$ cat src/rtl/uart_rx.sv
// rtl/uart_rx.sv - 8N1 UART receiver with one-entry valid/ready holding register
module uart_rx #(
  parameter int CLK_FREQ  = 25_000_000,
  parameter int BAUD_RATE = 115_200
) (
  input  logic       clk,
  input  logic       resetn,
  input  logic       RXD,
  output logic [7:0] rx_data,
  output logic       rx_valid,
  input  logic       rx_ready,
  output logic       frame_err,
  output logic       overrun,
  output logic       busy
);

  localparam int CLKS_PER_BIT = CLK_FREQ / BAUD_RATE;
  localparam int CW = $clog2(CLKS_PER_BIT);
  localparam logic [CW-1:0] HALF_M1 = CW'(CLKS_PER_BIT / 2 - 1);
  localparam logic [CW-1:0] FULL_M1 = CW'(CLKS_PER_BIT - 1);

  generate
    if (CLKS_PER_BIT < 4) begin : g_cpb_check
      $error("uart_rx: CLK_FREQ/BAUD_RATE must be at least 4");
    end
  endgenerate

  typedef enum logic [1:0] {IDLE, START, DATA, STOP} state_t;

  state_t          state_q, state_d;
  logic            rx_meta, rxs, rxs_prev;
  logic [CW-1:0]   cnt_q, cnt_d;
  logic [2:0]      idx_q, idx_d;
  logic [7:0]      shift_q, shift_d;
  logic [7:0]      data_d;
  logic            valid_d, ferr_d, ovr_d;

  always_ff @(posedge clk or negedge resetn) begin
    if (!resetn) begin
      rx_meta   <= 1'b1;
      rxs       <= 1'b1;
      rxs_prev  <= 1'b1;
      state_q   <= IDLE;
      cnt_q     <= '0;
      idx_q     <= '0;
      shift_q   <= '0;
      rx_data   <= '0;
      rx_valid  <= 1'b0;
      frame_err <= 1'b0;
      overrun   <= 1'b0;
      busy      <= 1'b0;
    end else begin
      rx_meta   <= RXD;
      rxs       <= rx_meta;
      rxs_prev  <= rxs;
      state_q   <= state_d;
      cnt_q     <= cnt_d;
      idx_q     <= idx_d;
      shift_q   <= shift_d;
      rx_data   <= data_d;
      rx_valid  <= valid_d;
      frame_err <= ferr_d;
      overrun   <= ovr_d;
      busy      <= (state_d != IDLE);
    end
  end

  always_comb begin
    state_d = state_q;
    cnt_d   = cnt_q;
    idx_d   = idx_q;
    shift_d = shift_q;
    data_d  = rx_data;
    valid_d = rx_valid;
    ferr_d  = 1'b0;
    ovr_d   = 1'b0;

    if (rx_valid && rx_ready) begin
      valid_d = 1'b0;
    end

    case (state_q)
      IDLE: begin
        cnt_d = '0;
        // Edge-triggered so a line stuck low cannot start repeated frames.
        if (rxs_prev && !rxs) begin
          state_d = START;
        end
      end
      START: begin
        if (cnt_q == HALF_M1) begin
          cnt_d = '0;
          if (!rxs) begin
            state_d = DATA;
            idx_d   = '0;
          end else begin
            state_d = IDLE;
          end
        end else begin
          cnt_d = cnt_q + CW'(1);
        end
      end
      DATA: begin
        if (cnt_q == FULL_M1) begin
          cnt_d   = '0;
          shift_d = {rxs, shift_q[7:1]};
          if (idx_q == 3'd7) begin
            state_d = STOP;
          end else begin
            idx_d = idx_q + 3'd1;
          end
        end else begin
          cnt_d = cnt_q + CW'(1);
        end
      end
      STOP: begin
        if (cnt_q == FULL_M1) begin
          cnt_d   = '0;
          state_d = IDLE;
          if (rxs) begin
            // A same-cycle accept frees the slot, so the new byte replaces the old.
            if (!rx_valid || rx_ready) begin
              data_d  = shift_q;
              valid_d = 1'b1;
            end else begin
              ovr_d = 1'b1;
            end
          end else begin
            ferr_d = 1'b1;
          end
        end else begin
          cnt_d = cnt_q + CW'(1);
        end
      end
      default: state_d = IDLE;
    endcase
  end

endmodule

$ cat config.mk
export PLATFORM = sky130hd
export DESIGN_NAME = uart_rx
export DESIGN_NICKNAME = d
export VERILOG_FILES = /design/src/rtl/uart_rx.sv
export SDC_FILE = /design/constraint.sdc
export NUM_CORES = 1
export LEC_CHECK = 0
export ABC_CLOCK_PERIOD_IN_PS = 1830
export BUFFER_PORTS_ARGS = -buffer_cell sky130_fd_sc_hd__buf_2
export CAP_MARGIN = 20
export CORE_MARGIN = 2
export CORE_UTILIZATION = 55
export CTS_CLUSTER_SIZE = 30
export DETAILED_ROUTE_END_ITERATION = 8
export GPL_TIMING_DRIVEN = 0
export PLACE_DENSITY = 0.84
export SYNTH_ARGS = -nofsm -noshare
export SYNTH_HDL_FRONTEND = slang
export SYNTH_SLANG_ARGS = --single-unit
$ cat constraint.sdc
create_clock -name clk -period 1.83 [get_ports clk]
set_input_delay 0.549 -clock clk [delete_from_list [all_inputs] [get_ports clk]]
set_output_delay 0.549 -clock clk [all_outputs]
set_load 0.02 [all_outputs]
# Word-level counts from Yosys, hierarchy flattened
# Index checks and enable logic that the tools add are counted.
# totals
ff_bits,36
latchBits,0
ram_bits,0
mem_bits_ro,0
in_bits,4
out_inout_bits,12
word_cells,63
n_memories,0
# classes
n_addsub,2
mul,0
div_mod_pow,0
magnitude_cmp,0
n_eq_ne,10
n_shift,0
n_mux,27
n_bitwise,0
reduce_logical,12
# ops
op,count
8-bit case mux with 3 select lines,1
8-bit two-way mux,2
1-bit two-way mux,12
2-bit two-way mux,6
3-bit two-way mux,4
"8-bit by 1-bit adder with 8-bit output, second input constant",1
"8-bit by 7-bit == test with 1-bit output, second input constant",1
"8-bit == test, second input constant",1
"2-bit != test, second input constant",4
2-bit case mux with 4 select lines,1
3-bit case mux with 2 select lines,1
5-bit AND reduction,1
"2-bit == test, second input constant",2
4-bit AND reduction,1
2-bit nonzero test,2
"3-bit by 1-bit adder with 3-bit output, second input constant",1
"3-bit == test, second input constant",1
"2-bit by 1-bit == test with 1-bit output, second input constant",1
1-bit logical AND,2
1-bit logical NOT,2
2-bit logical NOT,1
2-bit AND reduction,1
2-bit OR reduction,1
1-bit logical OR,1

# Logic depth before layout (Yosys ltp)
# depth
word_depth,6
mapped_depth,6
ltp_nobuf,6

# Least setup slack after synthesis
# No wires, ideal clock.
# synth_path
kind,flip-flop to flip-flop
start,reg cnt_q[0]
end,reg shift_q[0]
setup_ns,0.125
arrival_ns,1.560
required_ns,1.705
path_slack_ns,0.145
stages_incl_launch_ff,6
path_buffers,0
cell_sequence,dfrtp_1 inv_1 ha_1 nand2b_4 nor4_4 mux2_2
# synth_between
elab_chain_len,2
# synth_lines
element,line,text
"start, declared",32,"logic [CW-1:0] cnt_q, cnt_d;"
"start signal, assigned",57,cnt_q <= cnt_d;
8-bit == test,104,if (cnt_q == FULL_M1) begin
2-bit AND reduction (no source line),n/a,
"end signal, assigned",59,shift_q <= shift_d;
"end, declared",34,"logic [7:0] shift_q, shift_d;"
# Every way passes these cells.
# A chain may end at the register's enable or synchronous reset.

# Final worst setup path
# layout_path
start,reg cnt_q[2]
end,reg idx_q[0]
# layout_between
elab_chain_len,3
word_cells_on_any_way,5
classes_between,4 x eq/ne; 1 x reduce/logical
# layout_lines
element,line,text
8-bit == test or 8-bit by 7-bit == test with 1-bit output (tied branches),"104, 91",
2-bit != test (no source line),n/a,
5-bit AND reduction (no source line) (*),n/a,
"end signal, assigned",58,idx_q <= idx_d;
"end, declared",33,"logic [2:0] idx_q, idx_d;"
# Every way passes the cells marked *; elsewhere a longest branch is shown, timed or not.

==> run_results.csv <==
group,metric,value,unit
status,status,"finished clean",
synth,synth_top_cells_by_count,"dfrtp_1, mux2_2, nor2_1",
finish,drive_gt1_share,37.2,%
route,drc,0,
placed_design,place_congestion,0.839,
floorplan,die_h,57.6,microns
timing,min_period,1.69,ns
floorplan,die_area,3320,sq um
pwr,power_density,864,nW/um^2
timing,grt_setup_unrepaired,"false",
cts,clkLatencyLatePin,0.34,ns
timing,finalCritPeriodShare,92.3,%
synth,synth-main-ff-cell,"dfrtp_1",
route,routedWlPerCell,14.3,microns
cts,clkSlewWorstSetupHoldPaths,0.11,ns
critical_path,r2r-start,"cnt_q[2]",
critical_path,cp.required,2.07,ns
synth,synth.most_common_cell,"dfrtp_1",
critical_path,crit_path_start,"cnt_q[2]",
floorplan,coreArea,2730,sq um
placed_design,dpl.hpwl,1770,microns
finish,syn_to_final_growth,12.2,%
synth,syn_area_per_cell,13.2,sq um
placed_design,pre_cts_ws,-0.0698,ns
floorplan,die_w,57.6,microns
route,drt_iter0_markers,24,
run,max_cap_viol_count,0,
timing,setup-violations-final,0,
synth,ys_async_sr_fraction,100,%
critical_path,setup.worst_path.end_class,"flop",
cts,cts_made_buffers,5,
floorplan,initial_core_util,57.8,%
cts,clockBufferDepth,2,
synth,yosys.area.top_type_share,52.3,%
synth,ys_seq_elements,36,
placed_design,port_buffers,15,
global_route,antenna_found_initial,0,
route,drt-total-wl,2510,microns
timing,relSlewSlack,49.5,%
floorplan,io_pins,16,
cts,clock-sinks,36,
pwr,leakage,0.922,nW
worst_hold_path,hold_class,"in2async",
synth,ys_top_cells_by_area,"dfrtp_1, mux2_2, dfstp_2",
route,dr.pass1.iters,4,
finish,design_area,1770,sq um
finish,fin_nets,152,
synth,synth_edf_count,0,
cts,ctsHtreeMaxLevel,2,
timing,hold_violations,0,
critical_path,path_max_fanout,5,
synth,yosysWarningCount,0,
critical_path,critPathArrivalTime,1.92,ns
global_route,track_usage,18.3,%
cts,root_buffer,"clkbuf_4",
cts,postCtsHoldBufs,0,
route,via_per_inst,5.41,
critical_path,worstSetupPathType,"reg2reg",
floorplan,rows,19,
global_route,grt-ovfl-total,0,
pwr,peakVddDrop,0.000691,V
critical_path,crit_path_start_kind,"flop",
route,routed-via-count,952,
timing,fin_ws,0.141,ns
timing,finClkSkew,0.00873,ns
timing,slew_viol_final,0,
global_route,grt_pass1_wl,4490,microns
global_route,first_global_vias,971,
finish,antenna_cells,0,
synth,syn_inst,120,
timing,setup_tns,0,ns
global_route,grt_max_degree,37,
timing,fmax,592,MHz
synth,synth_cell_types,37,
synth,syn-cell-area,1580,sq um
synth,synth_area_leader_cell,"dfrtp_1",
placed_design,place_area,1690,sq um
timing,worstMarginPinSlew,0.758,ns
synth,synth_nets,128,
synth,synth_seq_area_share,57.2,%
cts,cts_tree,"yes",
route,ant_nets,0,
-- routing by layer --
| metal | part of all wire [%] | global-route usage, % |
|---|---|---|
| met5 | 0 | 0 |
| met4 | 1.9 | 6.98 |
| met3 | 4.4 | 6.80 |
| met2 | 51 | 29.1 |
| met1 | 43 | 22.9 |
-- sequential cells by signal (all words and copies together) (netlist names) --
name,count
idx_q,3
rxs_prev,1
frame_err,1
state_q,2
rx_valid,1
cnt_q,8
rx_meta,1
shift_q,8
rxs,1
rx_data,8
overrun,1
busy,1
-- power by group --
group | switching, mW | total, mW | internal (mW)
sequential | 0.0535 | 0.904 | 0.850
clock | 0.253 | 0.401 | 0.147
combinational | 0.131 | 0.227 | 0.0963
-- cells by family (layout without fill, tap and decap cells) --
logic type / Yosys count / after routing / synth area share, %
compound gates: 10 / 10 / 4.59
xor+xnor: 6 / 6 / 3.33
fa+ha+maj: 4 / 4 / 3.17
buf+inv: 5 / 30 / 1.19
flops: 36 / 36 / 57.2
mux: 19 / 19 / 13.7
simple gates: 40 / 40 / 16.8
-- area by class of cell --
cell class | count | area (sq um)
Buffer | 2 | 7.51
Timing Repair Buffer | 17 | 90.1
Tap cell | 31 | 38.8
Sequential cell | 36 | 905
Multi-Input combinational cell | 79 | 664
Inverter | 3 | 11.3
Clock inverter | 3 | 18.8
Clock buffer | 5 | 37.5
Fill cell | 218 | 961
-- timing repair --
item	4_1_cts	5_1_grt
setup buffers	2	0
endpoints found under the setup margin	12	1
resized for setup	1	0
pin swaps	1	1
-- worst max-delay path, cell delays in order, from the launching register on --
cell,delay [ns]
dfrtp_1,0.45
or3b_1,0.45
nor4_2,0.27
o22ai_1,0.15
mux2_4,0.28
-- placed cells by master (no fill, tap or decap), types with 2 or more instances in the layout --
cell | synthesis | routed
nand2_1 | 3 | 3
dfstp_2 | 3 | 3
clkbuf_1 | 2 | 2
inv_1 | 3 | 3
dfrtp_1 | 33 | 33
xnor2_1 | 4 | 4
clkinv_2 | 0 | 2
nor2_1 | 14 | 14
nor2b_1 | 3 | 3
nand3_1 | 3 | 3
a22o_2 | 2 | 2
clkbuf_4 | 0 | 5
o21a_1 | 2 | 2
nand2b_1 | 3 | 3
mux2_2 | 16 | 16
o21ai_0 | 2 | 2
buf_4 | 0 | 2
xor2_1 | 2 | 2
buf_2 | 0 | 15
ha_1 | 4 | 4
-- per-stage QoR --
stage | cells | utilization, % | total power, mW | hold slack [ns]
3_3_place_gp | 166 | 62.0 | 1.13 | 0.346
3_5_place_dp | 166 | 62.0 | 1.15 | 0.348
2_1_floorplan | 120 | - | 1.09 | 0.253
6_report | 176 | 64.9 | 1.53 | 0.268
4_1_cts | 176 | 64.9 | 1.56 | 0.285
5_1_grt | 176 | 64.9 | 1.64 | 0.266
-- worst paths after layout --
| check | depth (start not counted) | to | slack [ns] |
|---|---|---|---|
| setup / recovery | 4 | idx_q[0] | 0.14 |
| setup reg to reg | 4 | idx_q[0] | 0.14 |
| hold reg to reg | 0 | rxs | 0.36 |
| min in group clk | 1 | rx_meta | 0.31 |
| max in group asynchronous | 1 | cnt_q[1] | 1.08 |
| hold / removal | 1 | idx_q[2] | 0.27 |
Note: power is estimated with default switching activity, not from simulation.
